`config.mk`:
```
export PLATFORM = sky130hd
export DESIGN_NAME = mem_arbiter
export DESIGN_NICKNAME = d
export VERILOG_FILES = /design/src/rtl/mem_arbiter_pkg.sv /design/src/rtl/mem_arb_priority.sv /design/src/rtl/mem_arbiter.sv
export SDC_FILE = /design/constraint.sdc
export NUM_CORES = 1
export LEC_CHECK = 0
export CAP_MARGIN = 20
export CORE_MARGIN = 1.5
export CORE_UTILIZATION = 45
export DETAILED_ROUTE_END_ITERATION = 10
export GPL_TIMING_DRIVEN = 0
export PLACE_DENSITY = 0.84
export SYNTH_ARGS = -nofsm -noshare
export SYNTH_HDL_FRONTEND = slang
export SYNTH_SLANG_ARGS = --single-unit
```
`constraint.sdc`:
```
create_clock -name i_clk -period 13 [get_ports i_clk]
set_input_delay 3.9 -clock i_clk [delete_from_list [all_inputs] [get_ports i_clk]]
set_output_delay 3.9 -clock i_clk [all_outputs]
set_load 0.01 [all_outputs]
```
`src/rtl/mem_arbiter_pkg.sv`:
```
// Shared types and defaults for the IF/MEM single-port memory arbiter.
package mem_arbiter_pkg;

   localparam int unsigned MEM_ARB_ADDR_W     = 32;
   localparam int unsigned MEM_ARB_DATA_W     = 32;
   localparam int unsigned STARVE_MAX_DEFAULT = 4;

   typedef enum logic [1:0] {
      IDLE     = 2'd0,
      BUSY_IF  = 2'd1,
      BUSY_MEM = 2'd2
   } mem_arb_state_t;

   // Latched winning request, held on the o_ram_* outputs for the whole transaction.
   typedef struct packed {
      logic                      we;
      logic [MEM_ARB_ADDR_W-1:0] addr;
      logic [MEM_ARB_DATA_W-1:0] wrData;
   } mem_arb_req_t;

endpackage

```
`src/rtl/mem_arb_priority.sv`:
```
// Combinational winner select: MEM has priority unless IF has been starved STARVE_MAX times.
module mem_arb_priority
   import mem_arbiter_pkg::*;
#(
   parameter int unsigned STARVE_MAX = STARVE_MAX_DEFAULT
) (
   input  logic       i_if_req,
   input  logic       i_mem_req,
   input  logic [3:0] i_starve_cnt,
   output logic       o_grant_if,
   output logic       o_grant_mem
);

   localparam logic [3:0] StarveLim = 4'(STARVE_MAX);

   always_comb begin
      o_grant_if  = 1'b0;
      o_grant_mem = 1'b0;
      if (i_if_req && i_mem_req) begin
         if (i_starve_cnt < StarveLim) begin
            o_grant_mem = 1'b1;
         end else begin
            o_grant_if = 1'b1;
         end
      end else if (i_if_req) begin
         o_grant_if = 1'b1;
      end else if (i_mem_req) begin
         o_grant_mem = 1'b1;
      end
   end

endmodule

```
`src/rtl/mem_arbiter.sv`:
```
// Arbitrates the IF fetch port and MEM load/store port onto one single-port memory.
// Optional MEM_ARB_PERF_EN adds stall/conflict performance counters.
module mem_arbiter
   import mem_arbiter_pkg::*;
#(
   // The latched-request struct is sized by the package widths; overrides must match.
   parameter int unsigned ADDR_W     = MEM_ARB_ADDR_W,
   parameter int unsigned DATA_W     = MEM_ARB_DATA_W,
   parameter int unsigned STARVE_MAX = STARVE_MAX_DEFAULT
) (
   input  logic              i_clk,
   input  logic              i_reset,
   input  logic              i_if_req,
   input  logic [ADDR_W-1:0] i_if_addr,
   output logic [DATA_W-1:0] o_if_instr,
   output logic              o_if_done,
   input  logic              i_mem_req,
   input  logic              i_mem_we,
   input  logic [ADDR_W-1:0] i_mem_addr,
   input  logic [DATA_W-1:0] i_mem_wrData,
   output logic [DATA_W-1:0] o_mem_rdData,
   output logic              o_mem_done,
   output logic              o_ram_req,
   output logic              o_ram_we,
   output logic [ADDR_W-1:0] o_ram_addr,
   output logic [DATA_W-1:0] o_ram_wrData,
   input  logic              i_ram_ack,
   input  logic [DATA_W-1:0] i_ram_rdData
`ifdef MEM_ARB_PERF_EN
   ,
   output logic [31:0]       o_perf_ifStall,
   output logic [31:0]       o_perf_conflict
`endif
);

   localparam logic [3:0] StarveLim = 4'(STARVE_MAX);

   mem_arb_state_t    state_q, state_d;
   mem_arb_req_t      lat_q, lat_d;
   logic [3:0]        starve_q, starve_d;
   logic              ram_req_q, ram_req_d;
   logic              if_done_q, if_done_d;
   logic              mem_done_q, mem_done_d;
   logic [DATA_W-1:0] if_instr_q, if_instr_d;
   logic [DATA_W-1:0] mem_rd_q, mem_rd_d;

   logic if_req_m, mem_req_m;
   logic grant_if, grant_mem;

   // A req seen during its own done cycle is the finished transaction, not a new one.
   assign if_req_m  = i_if_req & ~if_done_q;
   assign mem_req_m = i_mem_req & ~mem_done_q;

   mem_arb_priority #(
      .STARVE_MAX (STARVE_MAX)
   ) u_priority (
      .i_if_req     (if_req_m),
      .i_mem_req    (mem_req_m),
      .i_starve_cnt (starve_q),
      .o_grant_if   (grant_if),
      .o_grant_mem  (grant_mem)
   );

   always_comb begin
      state_d    = state_q;
      lat_d      = lat_q;
      starve_d   = starve_q;
      ram_req_d  = ram_req_q;
      if_done_d  = 1'b0;
      mem_done_d = 1'b0;
      if_instr_d = if_instr_q;
      mem_rd_d   = mem_rd_q;
      case (state_q)
         IDLE: begin
            if (grant_mem) begin
               lat_d.we     = i_mem_we;
               lat_d.addr   = i_mem_addr;
               lat_d.wrData = i_mem_wrData;
               ram_req_d    = 1'b1;
               state_d      = BUSY_MEM;
               if (i_if_req && (starve_q < StarveLim)) begin
                  starve_d = starve_q + 4'd1;
               end
            end else if (grant_if) begin
               lat_d.we     = 1'b0;
               lat_d.addr   = i_if_addr;
               lat_d.wrData = '0;
               ram_req_d    = 1'b1;
               state_d      = BUSY_IF;
               starve_d     = '0;
            end
         end
         BUSY_IF: begin
            if (i_ram_ack) begin
               ram_req_d  = 1'b0;
               if_done_d  = 1'b1;
               if_instr_d = i_ram_rdData;
               state_d    = IDLE;
            end
         end
         BUSY_MEM: begin
            if (i_ram_ack) begin
               ram_req_d  = 1'b0;
               mem_done_d = 1'b1;
               if (!lat_q.we) begin
                  mem_rd_d = i_ram_rdData;
               end
               state_d = IDLE;
            end
         end
         default: state_d = IDLE;
      endcase
   end

   always_ff @(posedge i_clk or posedge i_reset) begin
      if (i_reset) begin
         state_q    <= IDLE;
         lat_q      <= '0;
         starve_q   <= '0;
         ram_req_q  <= 1'b0;
         if_done_q  <= 1'b0;
         mem_done_q <= 1'b0;
         if_instr_q <= '0;
         mem_rd_q   <= '0;
      end else begin
         state_q    <= state_d;
         lat_q      <= lat_d;
         starve_q   <= starve_d;
         ram_req_q  <= ram_req_d;
         if_done_q  <= if_done_d;
         mem_done_q <= mem_done_d;
         if_instr_q <= if_instr_d;
         mem_rd_q   <= mem_rd_d;
      end
   end

   assign o_ram_req    = ram_req_q;
   assign o_ram_we     = lat_q.we;
   assign o_ram_addr   = lat_q.addr;
   assign o_ram_wrData = lat_q.wrData;
   assign o_if_done    = if_done_q;
   assign o_mem_done   = mem_done_q;
   assign o_if_instr   = if_instr_q;
   assign o_mem_rdData = mem_rd_q;

`ifdef MEM_ARB_PERF_EN
   logic [31:0] if_stall_q, if_stall_d;
   logic [31:0] conflict_q, conflict_d;

   always_comb begin
      if_stall_d = if_stall_q;
      conflict_d = conflict_q;
      if (if_req_m) begin
         if_stall_d = if_stall_q + 32'd1;
      end
      if ((state_q == IDLE) && if_req_m && mem_req_m) begin
         conflict_d = conflict_q + 32'd1;
      end
   end

   always_ff @(posedge i_clk or posedge i_reset) begin
      if (i_reset) begin
         if_stall_q <= '0;
         conflict_q <= '0;
      end else begin
         if_stall_q <= if_stall_d;
         conflict_q <= conflict_d;
      end
   end

   assign o_perf_ifStall  = if_stall_q;
   assign o_perf_conflict = conflict_q;
`endif

endmodule

```
* Yosys cells after proc, flatten, opt, wreduce, memory -nomap -nowiden
Index checks and enable logic that the tools add are counted.
Operators by class: equal/unequal tests 5, mux-type cells 23, magnitude comparators 1, reduce and logical (&&, ||, !) cells 12, $add $sub $neg 1, bitwise logic cells 5
Operators by type and width (number):
- $mux 65 | 2
- $mux 1 | 13
- $mux 4 | 3
- $reduce_and 3->1 | 3
- $mux 2 | 3
- $reduce_and 2->1 | 3
- $add 4x1->4 const B | 1
- $lt 4x3->1 const B | 1
- $ne 2x1->1 const B | 2
- $pmux 2 s2 | 1
- $reduce_bool 2->1 | 2
- $ne 3x3->1 const B | 1
- $not 1->1 | 3
- $and 1x1->1 | 2
- $eq 2x1->1 const B | 1
- $eq 2x2->1 const B | 1
- $logic_and 1x1->1 | 2
- $logic_not 2->1 | 1
- $pmux 1 s2 | 1
- $reduce_or 2->1 | 1
Word-level totals: input port bits 134, bits in registers 138, logic and storage cells 57, output and inout bits 132

* Depth between registers and ports, before layout
Gate-level depths: netlist of the first run.
depth after elaboration 7, gate-level depth with buffers 7, gate-level depth less buffers 5

* Modules after synthesis
Synthesis of the first run repeated with hierarchy kept, for this count alone.
Second synthesis, totals: cells, all modules 405, area, all modules 5632.9 um^2
Modules (own cells, without submodules):
- mem_arbiter | instances 1, sequential area each 3453.3 um^2, area an instance 5610.4 um^2, cells each 401
- mem_arb_priority | instances 1, sequential area each 0.0 um^2, area an instance 22.5 um^2, cells each 4

* Worst setup path after synthesis of the first run
No wires, ideal clock.
path kind input port to flip-flop, start input port i_ram_ack, end register mem_rd_q[14], in the netlist o_mem_rdData[14], setup time 0.125 ns, slack 8.120 ns, buffers on the path 2, required time 12.875 ns, data arrival time 4.755 ns, cell stages on the path 5, cells stage by stage and2_1 > nand2b_1 > buf_2 > buf_2 > mux2_2
Between the ends: cells in the longest elaborated chain, start to end 1
RTL lines:
- start, declared | RTL line mem_arbiter.sv:27 | input logic i_ram_ack,
- $reduce_and 3->1 (no source line)
- end signal, assigned | RTL line mem_arbiter.sv:133 | mem_rd_q <= mem_rd_d;
- end, declared | RTL line mem_arbiter.sv:45 | logic [DATA_W-1:0] mem_rd_q, mem_rd_d;
Every way passes these cells. A chain may end at the register's enable or synchronous reset.

* Worst setup path in the final report of the first run
start register if_done_q, in the netlist o_if_done, end output port o_if_done
RTL lines:
- start, declared | RTL line mem_arbiter.sv:42 | logic if_done_q, if_done_d;
- start signal, assigned | RTL line mem_arbiter.sv:130 | if_done_q <= if_done_d;
- end, declared | RTL line mem_arbiter.sv:16 | output logic o_if_done,
No word-level cell between the ends.

==> results of run 1 <==
## per-stage QoR
stage	hold slack (ps)	util	std cells	power (uW)	instance area [um^2]
finish	487	0.743	903	2360	9300
global route	512	0.743	903	2480	9300
global placement	473	0.688	870	1780	8610
detailed placement	481	0.690	871	1830	8640
CTS	493	0.743	903	2380	9300
floorplan	457	-	433	1240	5740
## kinds of logic (layout without fill, tap and decap cells)
logic type                 after synthesis  count (layout)  share of synthesized area
muxes                                   64              64                      0.126
adders and majority gates                4               4                    0.00872
and+or+nand+nor                         82              82                     0.0604
buffers and inverters                   31             329                     0.0336
AOI/OAI and AO/OA                      114             114                      0.170
DFF                                    138             138                      0.602
## layout by cell type (no fill, tap or decap), drive strengths merged, types with 5 or more instances in the layout
master	instances
inv	5
a21oi	68
nor2	36
mux2	64
bufinv	5
o21ai	7
buf	27
a22o	34
dfrtp	138
clkbuf	20
clkinv	5
nand2	36
clkdlybuf4s50	265
## registers in the layout, indices dropped and copies added (netlist names)
register,cells
o_if_instr,32
o_mem_rdData,32
o_ram_addr,32
o_ram_wrData,32
starve_q,4
state_q,2
o_if_done,1
o_mem_done,1
o_ram_req,1
o_ram_we,1
## final cells by class
cell class / instances / area (um^2)
Timing Repair Buffer: 266 / 2680
Fill cell: 890 / 3220
Sequential cell: 138 / 3450
Multi-Input combinational cell: 264 / 2090
Inverter: 5 / 23.8
Buffer: 26 / 174
Clock inverter: 12 / 194
Tap cell: 172 / 215
Clock buffer: 20 / 467
## power groups by stage
stage	logic (uW)	registers, uW	clock network, uW
after floorplan	398	845	0
after global placement	1040	745	0
after detailed placement	1070	760	0
after CTS	1080	758	541
after global routing	1140	779	560
final	1070	757	533
## worst max-delay path by stage
stage | startpoint | to | slack [ps]
finish | o_if_done$_DFF_PP0_ | o_if_done | 7700
floorplan | i_reset | o_if_done$_DFF_PP0_ | 5400
detailed placement | i_ram_ack | o_mem_rdData[20]$_DFFE_PP0P_ | 7400
CTS | o_if_done$_DFF_PP0_ | o_if_done | 7690
global route | o_if_done$_DFF_PP0_ | o_if_done | 7670
global placement | i_reset | o_if_instr[8]$_DFFE_PP0P_ | 3700
## metal layers
layer / global-route usage / vias up
li1: - / 2095
met1: 0.271 / 2257
met2: 0.436 / 216
met3: 0.104 / 48
met4: 0.121 / 0
met5: 0 / -
==> flow_summary.ini, run 1 <==
[run_status]
status = completed

[critical_path]
cp_slowest_cell = clkdlybuf4s50_1
cp.depth = 1
cp_cell_sequence = clkdlybuf4s50_1
critPathMaxFanout = 4
crit_required_ps = 9100
critPathTopFamily = buffers and inverters
worstReg2RegStart = state_q[0]$_DFFE_PP0P_
reg2reg_slack_ps = 11190
max_stage_delay_ps = 580
worstSetupPathType = reg -> out
crit_arrival_ps = 1400
timing.rr.end = o_mem_rdData[12]$_DFFE_PP0P_
reg2regPathDepth = 7
startpoint_type = register
end_kind = primary output
cp_num_buf_inv = 1

[floorplanning]
coreArea_mm2 = 0.0125
die_w_um = 116
num_rows = 41
start_util = 0.459
ios = 266
die_h_um = 116
dieArea_mm2 = 0.0134

[detailed_routing]
m1WireLength_mm = 6.15
wl_met2_mm = 8.58
routedWlPerCell_um = 18.7
drc = 0
vias_per_cell = 5.11
route.met3.wl_mm = 1.59
dr.first_iter.drc_count = 182
drt-total-wl_mm = 16.9
vias = 4616
ant_nets = 0
maxUsedRoutingLayer = met4
dr.pass1.iters = 4

[cts]
cts_tree = done
hold_buffers = 0
cts.sinks = 138
htreeDepth = 4
clk_latency_ps = 420
cts-root-buf = clkbuf_16
cts_made_buffers = 17
ctsLongestPathBuffers = 2
ctsResizeCount = 0
cts_setup_buffers = 0
clkSlewWorstSetupHoldPaths_ps = 50

[power]
seq_power_share = 0.321
power.share.clock = 0.226
power.switching_uw = 764
p_int_uw = 1590
irDropWorstVdd_mv = 0.151
p_leak_uw = 0.00393
power_frac_comb = 0.452
p_sw_frac = 0.324
power-per-cell-area_mw_per_mm2 = 253

[synthesis]
seq_area_frac_synth = 0.602
synthTopCellsByCount = dfrtp_1 (138), a21oi_2 (60), mux2_2 (37)
synth.net_count = 571
synth_top_area_frac = 0.602
yosysMostFrequentCell = dfrtp_1
yosys-top-cells-area = dfrtp_1 (60%), a21oi_2 (9.2%), mux2_2 (7.3%)
synth-main-ff-cell = dfrtp_1
synth.distinct_cells = 26
synth_top_area_cell = dfrtp_1
async_flop_share = 1.00
syn_avg_cell_area_um2 = 13.3
ys_warn_count = 0
ys_ff_latch = 138
synth_edf_count = 0
synthCells = 433
netlist_area_mm2 = 0.00574

[global_routing]
grt_max_degree = 74
grt_pass1_wl_mm = 25.4
antenna_found_initial = 0
grt-ovfl-total = 0
grt_pass1_vias = 4903
grtUsageTotal = 0.253

[final_layout]
drive_above_1_share = 0.224
fin_nets = 856
area_growth_pct = 62.0
insertedDiodeCount = 0

[hold_path]
min-delay-start = o_mem_rdData[19]$_DFFE_PP0P_
min_path_cells = 1
worstHoldPathType = reg -> reg
min_to = o_mem_rdData[19]$_DFFE_PP0P_

[timing]
grt_setup_unrepaired = false
finalClockSkew_ps = 8.07
period_minus_slack_ps = 5300
worst_slack_ps = 7700
slew_headroom = 0.582
finalHoldViolations = 0
tns_ps = 0
fmax_ghz = 0.189
worst_pin_slew_ps = 627
period_share = 0.407
setup_viol = 0
drv_slew = 0

[run]
drv_cap = 0

[placement]
place_ws_ps = 7400
dp_hpwl_mm = 12.5
gp_congestion = 0.839
port_buffers = 265
Note: power is estimated with default switching activity, not from simulation.
==> run 2: changes to the inputs <==
--- a/config.mk
+++ b/config.mk
@@ -7,10 +7,10 @@
 export LEC_CHECK = 0
 export CAP_MARGIN = 20
 export CORE_MARGIN = 1.5
-export CORE_UTILIZATION = 45
+export CORE_UTILIZATION = 37
 export DETAILED_ROUTE_END_ITERATION = 10
 export GPL_TIMING_DRIVEN = 0
-export PLACE_DENSITY = 0.84
+export PLACE_DENSITY = 0.74
 export SYNTH_ARGS = -nofsm -noshare
 export SYNTH_HDL_FRONTEND = slang
 export SYNTH_SLANG_ARGS = --single-unit
==> constraint.sdc (replaced) <==
create_clock -name i_clk -period 4.4 [get_ports i_clk]
set_input_delay 1.32 -clock i_clk [delete_from_list [all_inputs] [get_ports i_clk]]
set_output_delay 1.32 -clock i_clk [all_outputs]
set_load 0.01 [all_outputs]
==> run 2 against run 1 <==
  * Die area increased by 21%
  * Clock power grew to 2.9 times the previous value
  * Highest routed layer unchanged
  * Total power rose to 2.9 times the previous value
  * Register-to-register slack worse by 8500 ps
==> flow_summary.ini, run 2 (same netlist as run 1, synthesis figures left out) <==
[run_status]
status = completed

[floorplanning]
die_w_um = 128
coreArea_mm2 = 0.0152
ios = 266
num_rows = 45
dieArea_mm2 = 0.0163
start_util = 0.378
die_h_um = 128

[placement]
placed_area_mm2 = 0.00869
dp_hpwl_mm = 11.7
port_buffers = 265
place_ws_ps = 1420
gp_congestion = 0.770

[detailed_routing]
maxUsedRoutingLayer = met4
m1WireLength_mm = 6.37
vias_per_cell = 4.91
ant_nets = 0
dr.first_iter.drc_count = 131
wl_met2_mm = 7.76
drt-total-wl_mm = 15.5
vias = 4508
dr.pass1.iters = 4
drc = 0
route.met3.wl_mm = 1.12
routedWlPerCell_um = 16.9

[final_layout]
fin_area_mm2 = 0.00934
area_growth_pct = 62.7
insertedDiodeCount = 0
fin_nets = 858
n_fill_cell = 1211
drive_above_1_share = 0.224
final_cell_mix = clkdlybuf4s50_1 (265), dfrtp_1 (138), a21oi_2 (60), mux2_2 (37), nand2_1 (36)
layout_commonest_cell = clkdlybuf4s50_1

[critical_path]
setup.worst_path.end = o_ram_we
critPathTopFamily = buffers and inverters
cp.depth = 1
startpoint_type = register
cp_num_buf_inv = 1
crit_required_ps = 3080
reg2reg_slack_ps = 2650
cp_cell_sequence = clkdlybuf4s50_1
worstReg2RegStart = state_q[0]$_DFFE_PP0P_
end_kind = primary output
timing.rr.end = o_mem_rdData[27]$_DFFE_PP0P_
cp_slowest_cell = clkdlybuf4s50_1
crit_start = o_ram_we$_DFFE_PP0P_
worstSetupPathType = reg -> out
reg2regPathDepth = 7
critPathMaxFanout = 3
crit_arrival_ps = 1400
max_stage_delay_ps = 580

[run]
drv_cap = 0

[cts]
clk_latency_ps = 410
cts_tree = done
hold_buffers = 0
clkSlewWorstSetupHoldPaths_ps = 50
cts_setup_buffers = 0
htreeDepth = 4
cts.sinks = 138
ctsResizeCount = 0
ctsLongestPathBuffers = 2
cts_made_buffers = 17
cts-root-buf = clkbuf_16

[global_routing]
grt_max_degree = 45
grt_pass1_wl_mm = 24.5
antenna_found_initial = 0
grt-ovfl-total = 0
grtUsageTotal = 0.194
grt_pass1_vias = 4837

[timing]
setup_viol = 0
worst_slack_ps = 1680
slew_headroom = 0.565
period_minus_slack_ps = 2720
grt_setup_unrepaired = false
period_share = 0.617
tns_ps = 0
finalClockSkew_ps = 7.19
worst_pin_slew_ps = 651
drv_slew = 0
fmax_ghz = 0.368
finalHoldViolations = 0

[power]
total_power_uw = 6880
p_leak_uw = 0.00392
irDropWorstVdd_mv = 0.370
power-per-cell-area_mw_per_mm2 = 737

[hold_path]
min_path_cells = 1
worstHoldPathType = reg -> reg
==> run 2: cell count changes in the layout (fill, tap and decap cells not counted) <==
| cell | change |
|---|---|
| buf_12 | +3 |
| buf_16 | -1 |
| clkbuf_8 | -1 |
| clkinv_2 | -3 |
| clkinv_4 | +1 |
| clkinvlp_4 | +2 |
| inv_6 | -1 |
==> run 2: final cells by class <==
class / instances / area, um^2 / share of cell area
Sequential cell: 138 / 3450 / 0.370
Timing Repair Buffer: 268 / 2710 / 0.290
Multi-Input combinational cell: 264 / 2090 / 0.224
Clock buffer: 19 / 453 / 0.0485
Tap cell: 188 / 235 / 0.0252
Clock inverter: 11 / 195 / 0.0209
Buffer: 26 / 174 / 0.0186
Inverter: 5 / 22.5 / 0.00241
==> run 2: power breakdown <==
| part | internal, uW | total (uW) | switching (uW) | leakage (uW) |
|---|---|---|---|---|
| clock | 1030 | 1560 | 529 | 0.000307 |
| sequential | 1890 | 2230 | 340 | 0.00167 |
| combinational | 1770 | 3090 | 1320 | 0.00194 |
| total | 4690 | 6880 | 2190 | 0.00392 |
==> run 2: how the worst min path moves through the flow <==
stage                                         to                    startpoint
floorplan                starve_q[0]$_DFFE_PP0P_       starve_q[0]$_DFFE_PP0P_
global placement    o_mem_rdData[23]$_DFFE_PP0P_  o_mem_rdData[23]$_DFFE_PP0P_
detailed placement   o_mem_rdData[3]$_DFFE_PP0P_   o_mem_rdData[3]$_DFFE_PP0P_
CTS                 o_mem_rdData[23]$_DFFE_PP0P_  o_mem_rdData[23]$_DFFE_PP0P_
global route        o_ram_wrData[17]$_DFFE_PP0P_  o_ram_wrData[17]$_DFFE_PP0P_
finish              o_mem_rdData[23]$_DFFE_PP0P_  o_mem_rdData[23]$_DFFE_PP0P_
==> run 2: per-layer routing <==
layer,track usage,up-vias
li1,-,2089
met4,0.0702,0
met2,0.338,162
met5,0,-
met1,0.224,2237
met3,0.0611,20
==> run 2: stage by stage <==
stage,instances,util,hold WS [ps]
global route,919,0.614,510
finish,919,0.614,487
floorplan,433,-,457
global placement,886,0.568,473
CTS,919,0.614,493
detailed placement,889,0.572,481
==> run 3: changes to the inputs <==
==> constraint.sdc (replaced) <==
create_clock -name i_clk -period 2.4 [get_ports i_clk]
set_input_delay 0.72 -clock i_clk [delete_from_list [all_inputs] [get_ports i_clk]]
set_output_delay 0.72 -clock i_clk [all_outputs]
set_load 0.01 [all_outputs]
==> results of run 3 <==
Same layout as run 2 (identical final DEF). Status: completed.
Main changes from that run: setup slack after placement 1420 ps -> 16.8 ps; setup slack after layout 1680 ps -> 284 ps; register-to-register setup slack 2650 ps -> 650 ps; total power 6880 uW -> 12600 uW; worst IR drop on VDD 0.370 mV -> 0.678 mV
